**src/rtl/target_port_pkg.sv**
```systemverilog
// target_port_pkg
// Shared types and default sizes for the target-side serial bus interface.
// Contents:
//   DEF_ADDR_WIDTH / DEF_DATA_WIDTH - default serial field lengths
//   tgt_state_t                     - transaction state encoding
package target_port_pkg;

  localparam int DEF_ADDR_WIDTH = 16;
  localparam int DEF_DATA_WIDTH = 8;

  typedef enum logic [2:0] {
    ADDR,
    WDATA,
    WSTB,
    WACK,
    RD_REQ,
    RD_WAIT,
    RSEND,
    RACK
  } tgt_state_t;

endpackage

```
**src/rtl/serial_shift_rx.sv**
```systemverilog
// serial_shift_rx
// LSB-first serial deserializer. Each enabled cycle shifts bit_i in at the
// top of the word; done_o pulses combinationally on the cycle the final bit
// is presented, with word_o already holding the completed word.
// Ports:
//   clk, rst_n  - clock, asynchronous active-low reset
//   clear_i     - restart the bit count (the current bit, if any, is bit 0)
//   shift_en_i  - bit_i is valid and belongs to this field
//   bit_i       - serial input bit
//   word_o      - word including the bit shifted in this cycle
//   done_o      - last bit of the field is being shifted in this cycle
module serial_shift_rx #(
  parameter int WIDTH = 8
) (
  input  logic             clk,
  input  logic             rst_n,
  input  logic             clear_i,
  input  logic             shift_en_i,
  input  logic             bit_i,
  output logic [WIDTH-1:0] word_o,
  output logic             done_o
);

  localparam int CW = (WIDTH > 1) ? $clog2(WIDTH) : 1;
  localparam logic [CW-1:0] LAST = CW'(WIDTH - 1);

  logic [WIDTH-1:0] shift_q, shift_d;
  logic [CW-1:0]    cnt_q, cnt_d, cnt_base;

  // Next shift value and bit count. A clear in the same cycle as a shift
  // makes the incoming bit the first bit of a fresh field.
  always_comb begin
    cnt_base = clear_i ? '0 : cnt_q;
    shift_d  = shift_q;
    cnt_d    = cnt_base;
    done_o   = 1'b0;
    if (shift_en_i) begin
      shift_d = {bit_i, shift_q[WIDTH-1:1]};
      if (cnt_base == LAST) begin
        done_o = 1'b1;
        cnt_d  = '0;
      end else begin
        cnt_d = cnt_base + 1'b1;
      end
    end
  end

  assign word_o = shift_d;

  // Shift register and bit counter state.
  always_ff @(posedge clk or negedge rst_n) begin
    if (!rst_n) begin
      shift_q <= '0;
      cnt_q   <= '0;
    end else begin
      shift_q <= shift_d;
      cnt_q   <= cnt_d;
    end
  end

endmodule

```
**src/rtl/target_port.sv**
```systemverilog
// target_port
// Target end of the serial initiator link. Deserializes a LSB-first address
// (bus_mode=0) and, for writes, LSB-first write data (bus_mode=1), decodes the
// address against a base/mask window and issues a single-cycle access to the
// local memory. Reads optionally signal a split, then return the byte serially
// on bus_data_in once the bus is idle in data mode, followed by an ack.
// Ports:
//   clk, rst_n                        - clock, asynchronous active-low reset
//   bus_data_out/_valid, bus_mode     - serial stream from the initiator
//   bus_init_rw                       - 1 write / 0 read, taken with last addr bit
//   bus_data_in/_valid                - serial read data to the initiator
//   target_ack, target_split          - one-cycle completion / split pulses
//   mem_addr, mem_wdata               - latched access address / write data
//   mem_wr_en, mem_rd_en              - one-cycle memory strobes
//   mem_rdata, mem_rdata_valid        - memory read return
module target_port
  import target_port_pkg::*;
#(
  parameter int                    ADDR_WIDTH = DEF_ADDR_WIDTH,
  parameter int                    DATA_WIDTH = DEF_DATA_WIDTH,
  parameter logic [ADDR_WIDTH-1:0] BASE_ADDR  = '0,
  parameter logic [ADDR_WIDTH-1:0] ADDR_MASK  = '0,
  parameter bit                    SPLIT_EN   = 1'b1
) (
  input  logic                  clk,
  input  logic                  rst_n,
  input  logic                  bus_data_out,
  input  logic                  bus_data_out_valid,
  input  logic                  bus_mode,
  input  logic                  bus_init_rw,
  output logic                  bus_data_in,
  output logic                  bus_data_in_valid,
  output logic                  target_ack,
  output logic                  target_split,
  output logic [ADDR_WIDTH-1:0] mem_addr,
  output logic [DATA_WIDTH-1:0] mem_wdata,
  output logic                  mem_wr_en,
  output logic                  mem_rd_en,
  input  logic [DATA_WIDTH-1:0] mem_rdata,
  input  logic                  mem_rdata_valid
);

  localparam int BW = (DATA_WIDTH > 1) ? $clog2(DATA_WIDTH) : 1;
  localparam logic [BW-1:0] LAST_BIT = BW'(DATA_WIDTH - 1);

  tgt_state_t            state_q, state_d;
  logic [ADDR_WIDTH-1:0] mem_addr_q, mem_addr_d;
  logic [DATA_WIDTH-1:0] mem_wdata_q, mem_wdata_d;
  logic [DATA_WIDTH-1:0] rbuf_q, rbuf_d;
  logic                  rbuf_full_q, rbuf_full_d;
  logic [BW-1:0]         bit_cnt_q, bit_cnt_d;

  logic bus_data_in_q, bus_data_in_valid_q, target_ack_q, target_split_q;
  logic mem_wr_en_q, mem_rd_en_q;

  logic                  addr_shift, addr_clear, addr_done, addr_hit;
  logic                  data_shift, data_clear, data_done, wdata_abort;
  logic [ADDR_WIDTH-1:0] addr_word;
  logic [DATA_WIDTH-1:0] data_word;

  // An address-mode bit during WDATA abandons the write and is taken as the
  // first bit of a new address, so the address shifter restarts its count.
  assign wdata_abort = (state_q == WDATA) && bus_data_out_valid && !bus_mode;
  assign addr_shift  = bus_data_out_valid && !bus_mode &&
                       ((state_q == ADDR) || (state_q == WDATA));
  assign addr_clear  = (state_q == WDATA);
  assign data_shift  = bus_data_out_valid && bus_mode && (state_q == WDATA);
  assign data_clear  = (state_q != WDATA) || wdata_abort;
  assign addr_hit    = (addr_word & ADDR_MASK) == (BASE_ADDR & ADDR_MASK);

  serial_shift_rx #(.WIDTH(ADDR_WIDTH)) u_addr_rx (
    .clk        (clk),
    .rst_n      (rst_n),
    .clear_i    (addr_clear),
    .shift_en_i (addr_shift),
    .bit_i      (bus_data_out),
    .word_o     (addr_word),
    .done_o     (addr_done)
  );

  serial_shift_rx #(.WIDTH(DATA_WIDTH)) u_data_rx (
    .clk        (clk),
    .rst_n      (rst_n),
    .clear_i    (data_clear),
    .shift_en_i (data_shift),
    .bit_i      (bus_data_out),
    .word_o     (data_word),
    .done_o     (data_done)
  );

  // Next-state logic. In RD_WAIT the freshly captured byte counts toward the
  // send condition, so data and bus idle arriving together start RSEND.
  always_comb begin
    state_d     = state_q;
    mem_addr_d  = mem_addr_q;
    mem_wdata_d = mem_wdata_q;
    rbuf_d      = rbuf_q;
    rbuf_full_d = rbuf_full_q;
    bit_cnt_d   = bit_cnt_q;
    unique case (state_q)
      ADDR: begin
        if (addr_done) begin
          mem_addr_d = addr_word;
          if (addr_hit) state_d = bus_init_rw ? WDATA : RD_REQ;
        end
      end
      WDATA: begin
        if (wdata_abort) begin
          state_d = ADDR;
        end else if (data_done) begin
          mem_wdata_d = data_word;
          state_d     = WSTB;
        end
      end
      WSTB:   state_d = WACK;
      WACK:   state_d = ADDR;
      RD_REQ: state_d = RD_WAIT;
      RD_WAIT: begin
        if (mem_rdata_valid) begin
          rbuf_d      = mem_rdata;
          rbuf_full_d = 1'b1;
        end
        if (rbuf_full_d && bus_mode && !bus_data_out_valid) begin
          state_d   = RSEND;
          bit_cnt_d = '0;
        end
      end
      RSEND: begin
        if (bit_cnt_q == LAST_BIT) state_d = RACK;
        else                       bit_cnt_d = bit_cnt_q + 1'b1;
      end
      RACK: begin
        rbuf_full_d = 1'b0;
        state_d     = ADDR;
      end
      default: state_d = ADDR;
    endcase
  end

  // State register. Outputs are registered from the next state so each
  // strobe/pulse is high for exactly the cycle spent in its state.
  always_ff @(posedge clk or negedge rst_n) begin
    if (!rst_n) begin
      state_q             <= ADDR;
      mem_addr_q          <= '0;
      mem_wdata_q         <= '0;
      rbuf_q              <= '0;
      rbuf_full_q         <= 1'b0;
      bit_cnt_q           <= '0;
      bus_data_in_q       <= 1'b0;
      bus_data_in_valid_q <= 1'b0;
      target_ack_q        <= 1'b0;
      target_split_q      <= 1'b0;
      mem_wr_en_q         <= 1'b0;
      mem_rd_en_q         <= 1'b0;
    end else begin
      state_q             <= state_d;
      mem_addr_q          <= mem_addr_d;
      mem_wdata_q         <= mem_wdata_d;
      rbuf_q              <= rbuf_d;
      rbuf_full_q         <= rbuf_full_d;
      bit_cnt_q           <= bit_cnt_d;
      bus_data_in_q       <= (state_d == RSEND) ? rbuf_d[bit_cnt_d] : 1'b0;
      bus_data_in_valid_q <= (state_d == RSEND);
      target_ack_q        <= (state_d == WACK) || (state_d == RACK);
      target_split_q      <= SPLIT_EN && (state_d == RD_REQ);
      mem_wr_en_q         <= (state_d == WSTB);
      mem_rd_en_q         <= (state_d == RD_REQ);
    end
  end

  assign bus_data_in       = bus_data_in_q;
  assign bus_data_in_valid = bus_data_in_valid_q;
  assign target_ack        = target_ack_q;
  assign target_split      = target_split_q;
  assign mem_addr          = mem_addr_q;
  assign mem_wdata         = mem_wdata_q;
  assign mem_wr_en         = mem_wr_en_q;
  assign mem_rd_en         = mem_rd_en_q;

endmodule

```
**config.mk**
```make
export PLATFORM = sky130hd
export DESIGN_NAME = target_port
export DESIGN_NICKNAME = d
export VERILOG_FILES = /design/src/rtl/target_port_pkg.sv /design/src/rtl/serial_shift_rx.sv /design/src/rtl/target_port.sv
export SDC_FILE = /design/constraint.sdc
export NUM_CORES = 1
export LEC_CHECK = 0
export CAP_MARGIN = 5
export CORE_UTILIZATION = 45
export DETAILED_ROUTE_END_ITERATION = 8
export PLACE_DENSITY = 0.69
export SLEW_MARGIN = 20
export SYNTH_ARGS = -nofsm -noshare
export SYNTH_HDL_FRONTEND = slang
export SYNTH_SLANG_ARGS = --single-unit
```
**constraint.sdc**
```tcl
create_clock -name clk -period 2.8 [get_ports clk]
set_input_delay 0.7 -clock clk [delete_from_list [all_inputs] [get_ports clk]]
set_output_delay 0.7 -clock clk [all_outputs]
set_load 0.02 [all_outputs]
```
After elaboration in Yosys (flattened, before gate mapping)
Index checks and enable logic that the tools add are counted.
{"block": "totals", "out_inout_bits": 30, "in_bits": 15, "romBits": 0, "memories": 0, "ramBits": 0, "regBits": 75, "latchBits": 0}
{"block": "op_classes", "n_mux": 30, "addsub": 3, "n_div": 0, "bitwise": 1, "n_eq_ne": 16, "n_reduce_logical": 18, "multipliers": 0, "magnitude_cmp": 1, "n_shift": 0}
{"operator": "2-to-1 mux 3 bit", "n": 11}
{"operator": "equality test 3 bit (second input constant)", "n": 9}
{"operator": "2-to-1 mux 8 bit", "n": 3}
{"operator": "case mux 3 bit (7 select lines)", "n": 1}
{"operator": "2-to-1 mux 16 bit", "n": 1}
{"operator": "equality test 3 x 2 -> 1 bit (second input constant)", "n": 4}
{"operator": "2-to-1 mux 4 bit", "n": 3}
{"operator": "logical AND 1 bit", "n": 8}
{"operator": "2-to-1 mux 1 bit", "n": 8}
{"operator": "adder 3 x 1 -> 3 bit (second input constant)", "n": 2}
{"operator": "case mux 3 bit (2 select lines)", "n": 1}
{"operator": "adder 4 x 1 -> 4 bit (second input constant)", "n": 1}
{"operator": "equality test 4 bit (second input constant)", "n": 1}
{"operator": "< comparator 3 x 4 -> 1 bit (second input constant)", "n": 1}
{"operator": "binary-select mux 1 bit (select 3 bit)", "n": 1}
{"operator": "equality test 3 x 1 -> 1 bit (second input constant)", "n": 1}
{"operator": "logical NOT 3 bit", "n": 1}
{"operator": "logical OR 1 bit", "n": 3}
{"operator": "!= test 3 x 1 -> 1 bit (second input constant)", "n": 1}
{"operator": "AND reduction 3 bit", "n": 1}
{"operator": "logical NOT 1 bit", "n": 2}
{"operator": "case mux 1 bit (2 select lines)", "n": 1}
{"operator": "AND reduction 2 bit", "n": 1}
{"operator": "nonzero test 2 bit", "n": 1}
{"operator": "other kinds (2)", "n": 2}

Logic depth before layout (Yosys ltp)
{"block": "depth", "ltp_word": 13, "mapped_depth": 10, "ltp_nobuf": 10}

Cells and area by module
From an unflattened synthesis, not the netlist that was laid out.
{"block": "hier_totals", "cells_unflattened": 236, "hier_area_um2": 3190.6}
{"module": "target_port", "instances": 1, "area_per_inst_um2": 1863.0, "cells_per_inst": 153}
{"module": "serial_shift_rx (u_addr_rx)", "instances": 1, "area_per_inst_um2": 838.3, "cells_per_inst": 54}
{"module": "serial_shift_rx (u_data_rx)", "instances": 1, "area_per_inst_um2": 489.2, "cells_per_inst": 29}

Worst setup path before layout
Ideal clock, no wire load.
{"block": "synth_timing", "path_kind": "input-to-reg", "start": "input bus_data_out_valid", "end": "register bus_data_in_q (netlist: bus_data_in)", "arrival_ns": 2.211, "setup_slack_ns": 0.507, "setup_ns": 0.082, "stages": 6, "required_ns": 2.718, "path_cell_list": "nand2b_2 > or3_4 > a311o_2 > mux2i_1 > mux2_2 > o22ai_1"}
{"block": "synth_between", "word_cells_on_any_way": 25, "classes_between": "eq/ne: 2; mux: 14; reduce/logical: 9"}
{"item": "start: declaration", "line": "target_port.sv:28", "source": "input logic bus_data_out_valid,"}
{"item": "logical NOT 1 bit", "line": "target_port.sv:123", "source": "if (rbuf_full_d && bus_mode && !bus_data_out_valid) begin"}
{"item": "logical AND 1 bit", "line": "target_port.sv:123"}
{"item": "2-to-1 mux 3 bit", "line": "target_port.sv:123"}
{"item": "case mux 3 bit (2 select lines)", "line": "target_port.sv:100", "source": "unique case (state_q)"}
{"item": "named net bit_cnt_d[0]", "line": "target_port.sv:51", "source": "logic [BW-1:0] bit_cnt_q, bit_cnt_d;"}
{"item": "binary-select mux 1 bit (select 3 bit)", "line": "target_port.sv:163", "source": "bus_data_in_q <= (state_d == RSEND) ? rbuf_d[bit_cnt_d] : 1'b0;"}
{"item": "2-to-1 mux 1 bit (implied by the code)", "line": "target_port.sv:163"}
{"item": "2-to-1 mux 1 bit", "line": "target_port.sv:163"}
{"item": "end signal: assignment", "line": "target_port.sv:163"}
{"item": "end: declaration", "line": "target_port.sv:53", "source": "logic bus_data_in_q, bus_data_in_valid_q, target_ack_q, target_split_q;"}
The timed path passes the listed nets, and every way through them passes these cells. The select of a mux whose other input is x is not followed.
A chain may end at the register's enable or synchronous reset.

Worst setup path after layout
{"block": "layout_timing", "start": "input bus_mode", "end": "register bus_data_in_q (netlist: bus_data_in)"}
{"block": "layout_between", "word_cells_on_any_way": 25, "classes_between": "eq/ne: 2; mux: 14; reduce/logical: 9"}
{"item": "start: declaration", "line": "target_port.sv:29", "source": "input logic bus_mode,"}
{"item": "logical AND 1 bit (2 in series)", "line": "target_port.sv:123"}
{"item": "2-to-1 mux 3 bit", "line": "target_port.sv:123"}
{"item": "case mux 3 bit (2 select lines)", "line": "target_port.sv:100"}
{"item": "named net bit_cnt_d[0]", "line": "target_port.sv:51"}
{"item": "binary-select mux 1 bit (select 3 bit)", "line": "target_port.sv:163"}
{"item": "2-to-1 mux 1 bit (implied by the code)", "line": "target_port.sv:163"}
{"item": "2-to-1 mux 1 bit", "line": "target_port.sv:163"}
The timed path passes the listed nets, and every way through them passes these cells. The select of a mux whose other input is x is not followed.

==> metrics <==
Net Count, Synth around 270; final core occ between 50% and 60%; diode count 0; mean post-synth cell area 12.7 um2; Unique masters post-synth 43; H-tree Lvls 3; wire length per cell 13.1 um; number of remaining DRC errors 0; Leak about 2.0 nW; final period utilization between 80% and 90%; Area Overhead vs Synth 25.5%; Tmin final between 2 and 2.5 ns; Synth Cell Area ~3200 um2; CTS max path bufs 2; Worst Reg-to-Reg Cells 10; vias in the first global route ~2,000; share of cells above drive strength 1 22.3%; M3 GR Usage under 10%; Initial Utilization around 47%; sequential area share after synthesis roughly 58%; Clock Latency Late Sink 0.34 ns; most frequent cells in the layout dfrtp_1 (74), clkdlybuf4s50_1 (43), mux2_2 (32), nand2_1 (31), mux2_1 (16); Clock transition at path regs about 0.080 ns; CTS resizes 0; grt ovf 0; WP data arrival 2.76 ns; die width roughly 86 um; Die H 86.0 um; postcts setup bufs 0; RD Place Congestion 0.784; Non-Filler Instances 406; worst slew pin tran 0.911 ns; placed cell count between 300 and 400; gr usage total around 16%; overall power approximately 0.0027 W; unrepaired setup endpoints after global routing no; initial drt markers 72; first-pass iteration count of the detailed router 4; Psw 0.000753 W; GRT met1 Usage between 20% and 30%; maximum vdd drop between 0.3 and 0.4 mV; post-DP HPWL between 3000 and 4000 um; Fin Setup TNS 0 ns; pre-CTS WS -0.0319 ns; slowest CP cell clkdlybuf4s50_1; final setup fails 0; commonest non-fill, non-tap cell in the layout dfrtp_1; Synth warnings 0; cell count after synthesis 249; R2R Path End target_ack; largest net degree at the start of global routing between 70 and 80; ys flop type dfrtp_1; fmax about 400 MHz; Slew HR roughly two fifths; Port Buf Inserts 44; final wirelength 5310 um; power per cell area 689 nW/um2; outcome complete, no violations; clk sinks 74; total number of vias 2,022; critical-path cell list clkdlybuf4s50_1 > nand2b_2 > or3_4 > a311o_2 > mux2i_1 > mux2_2 > o22ai_1; die area 7390 um2; Root Buffer clkbuf_8; FFs w/ async S/R, synth 100%; Yosys reg bits 74; first-pass GRT wire length between 9000 and 10,000 um; share of power burned in registers around half; critical path launch point type input pin; grt peak-use layer met2; initial antenna violation count 0; hold buffers post-CTS 0; EDFF count, synth 0; Combinational Power Share between 10% and 20%; core footprint around 6800 um2; TritonCTS clock tree built; CP endpoint kind register; r2r startpoint state_q[2]; WS Path Type in2reg; routed vias/inst between 4 and 5; IO Pins 45; met2 usage about a quarter; internal power about 0.0020 W; Sw Ratio 27.4%; Clk pwr share 30.6%; max-cap violation count 0; crit-path leading delay family compound AO/OA/AOI/OAI gates; Critical Path RT 3.06 ns; count of pins over their slew limit 0; critical path fanouts, max 5; FP Rows 30; CP bufs+invs 1; Hold Vio Cnt, Final 0; R2R setup slack 0.48 ns; Num CTS Buffers 9; Worst Hold Class in2async; final net count about 320; Post-DRT Antenna Nets 0; fill count 582; clk_skew roughly 0.0098 ns; Worst path max stage delay roughly 0.56 ns; final worst slack between 0.3 and 0.4 ns
## worst max path at each step
stage	startpoint	endpoint	slack, ns	cells after the start
after floorplan	bus_data_out_valid	bus_data_in	0.51	6
after global placement	bus_data_out_valid	bus_data_in	0.03	7
final	bus_mode	bus_data_in	0.31	7
after CTS	bus_mode	bus_data_in	0.33	7
after detailed placement	bus_mode	bus_data_in	-0.03	7
after global routing	bus_mode	target_ack	0.21	11
## through the flow
stage	cell area, um2	hold slack, ns
5_1_grt	3980	0.511
4_1_cts	3980	0.481
6_report	3980	0.473
3_5_place_dp	3780	0.465
2_1_floorplan	3170	0.404
3_3_place_gp	3780	0.455
## worst register-to-register path: cells and delay by family, from the launching register on
family          cells  cell delay (ns)
fa+ha+maj           2             0.29
simple gates        5             0.91
buf+inv             1             0.18
compound gates      2             0.36
flops               1             0.47
## cell families after synthesis
| family | share of synthesized area, % |
|---|---|
| AO/OA/AOI/OAI | 5.80 |
| XOR/XNOR | 1.10 |
| adder cells (fa/ha/maj) | 1.58 |
| buffers and inverters | 3.20 |
| flip-flops | 58.4 |
| multiplexers | 18.9 |
| AND/OR/NAND/NOR | 11.0 |
## cell usage after synthesis, types with 3 or more instances
cell type  number  share of area [%]
and2_1          6                1.2
ha_1            4                1.6
buf_4           4               0.95
and3_1          3               0.59
inv_1           9                1.1
nor2_1          5               0.59
mux2i_1         6                1.9
o21ai_0         4               0.63
nand2_1        31                3.7
mux2_1         16                5.7
buf_2           6               0.95
dfrtp_1        74                 58
mux2_2         32                 11
a21oi_1         7                1.1
xor2_1          3               0.83
nand4_1         3               0.59
## final cells by class
cell class              instances  area (um2)  share of cell area, %
clock buffers                  11         151                   3.80
well taps                      96         120                   3.02
flip-flops and latches         74        1850                   46.5
clock inverters                 5        52.6                   1.32
multi-input cells             154        1230                   30.8
inverters                      10        37.5                  0.943
repair buffers                 56         541                   13.6
## power by group through the flow
stage / combinational, W / clock (W) / sequential (W)
finish: 0.000541 / 0.000840 / 0.00136
global route: 0.000609 / 0.000902 / 0.00138
CTS: 0.000553 / 0.000865 / 0.00136
detailed placement: 0.000548 / 0 / 0.00138
global placement: 0.000533 / 0 / 0.00138
floorplan: 0.000343 / 0 / 0.00138
## flip-flops by register name, summed over array words and instances, names as in the netlist
register,cells
mem_addr,16
u_addr_rx.shift_q,16
mem_wdata,8
rbuf_q,8
u_data_rx.shift_q,7
u_addr_rx.cnt_q,4
bit_cnt_q,3
state_q,3
u_data_rx.cnt_q,3
bus_data_in,1
bus_data_in_valid,1
mem_rd_en,1
mem_wr_en,1
rbuf_full_q,1
target_ack,1
## routing by layer
layer | up-vias | wire, um
met3 | 10 | 199
met2 | 36 | 2390
li1 | 989 | -
met4 | 0 | 134
met1 | 987 | 2590
met5 | - | 0
No activity file was read; power rests on OpenSTA's default activity.
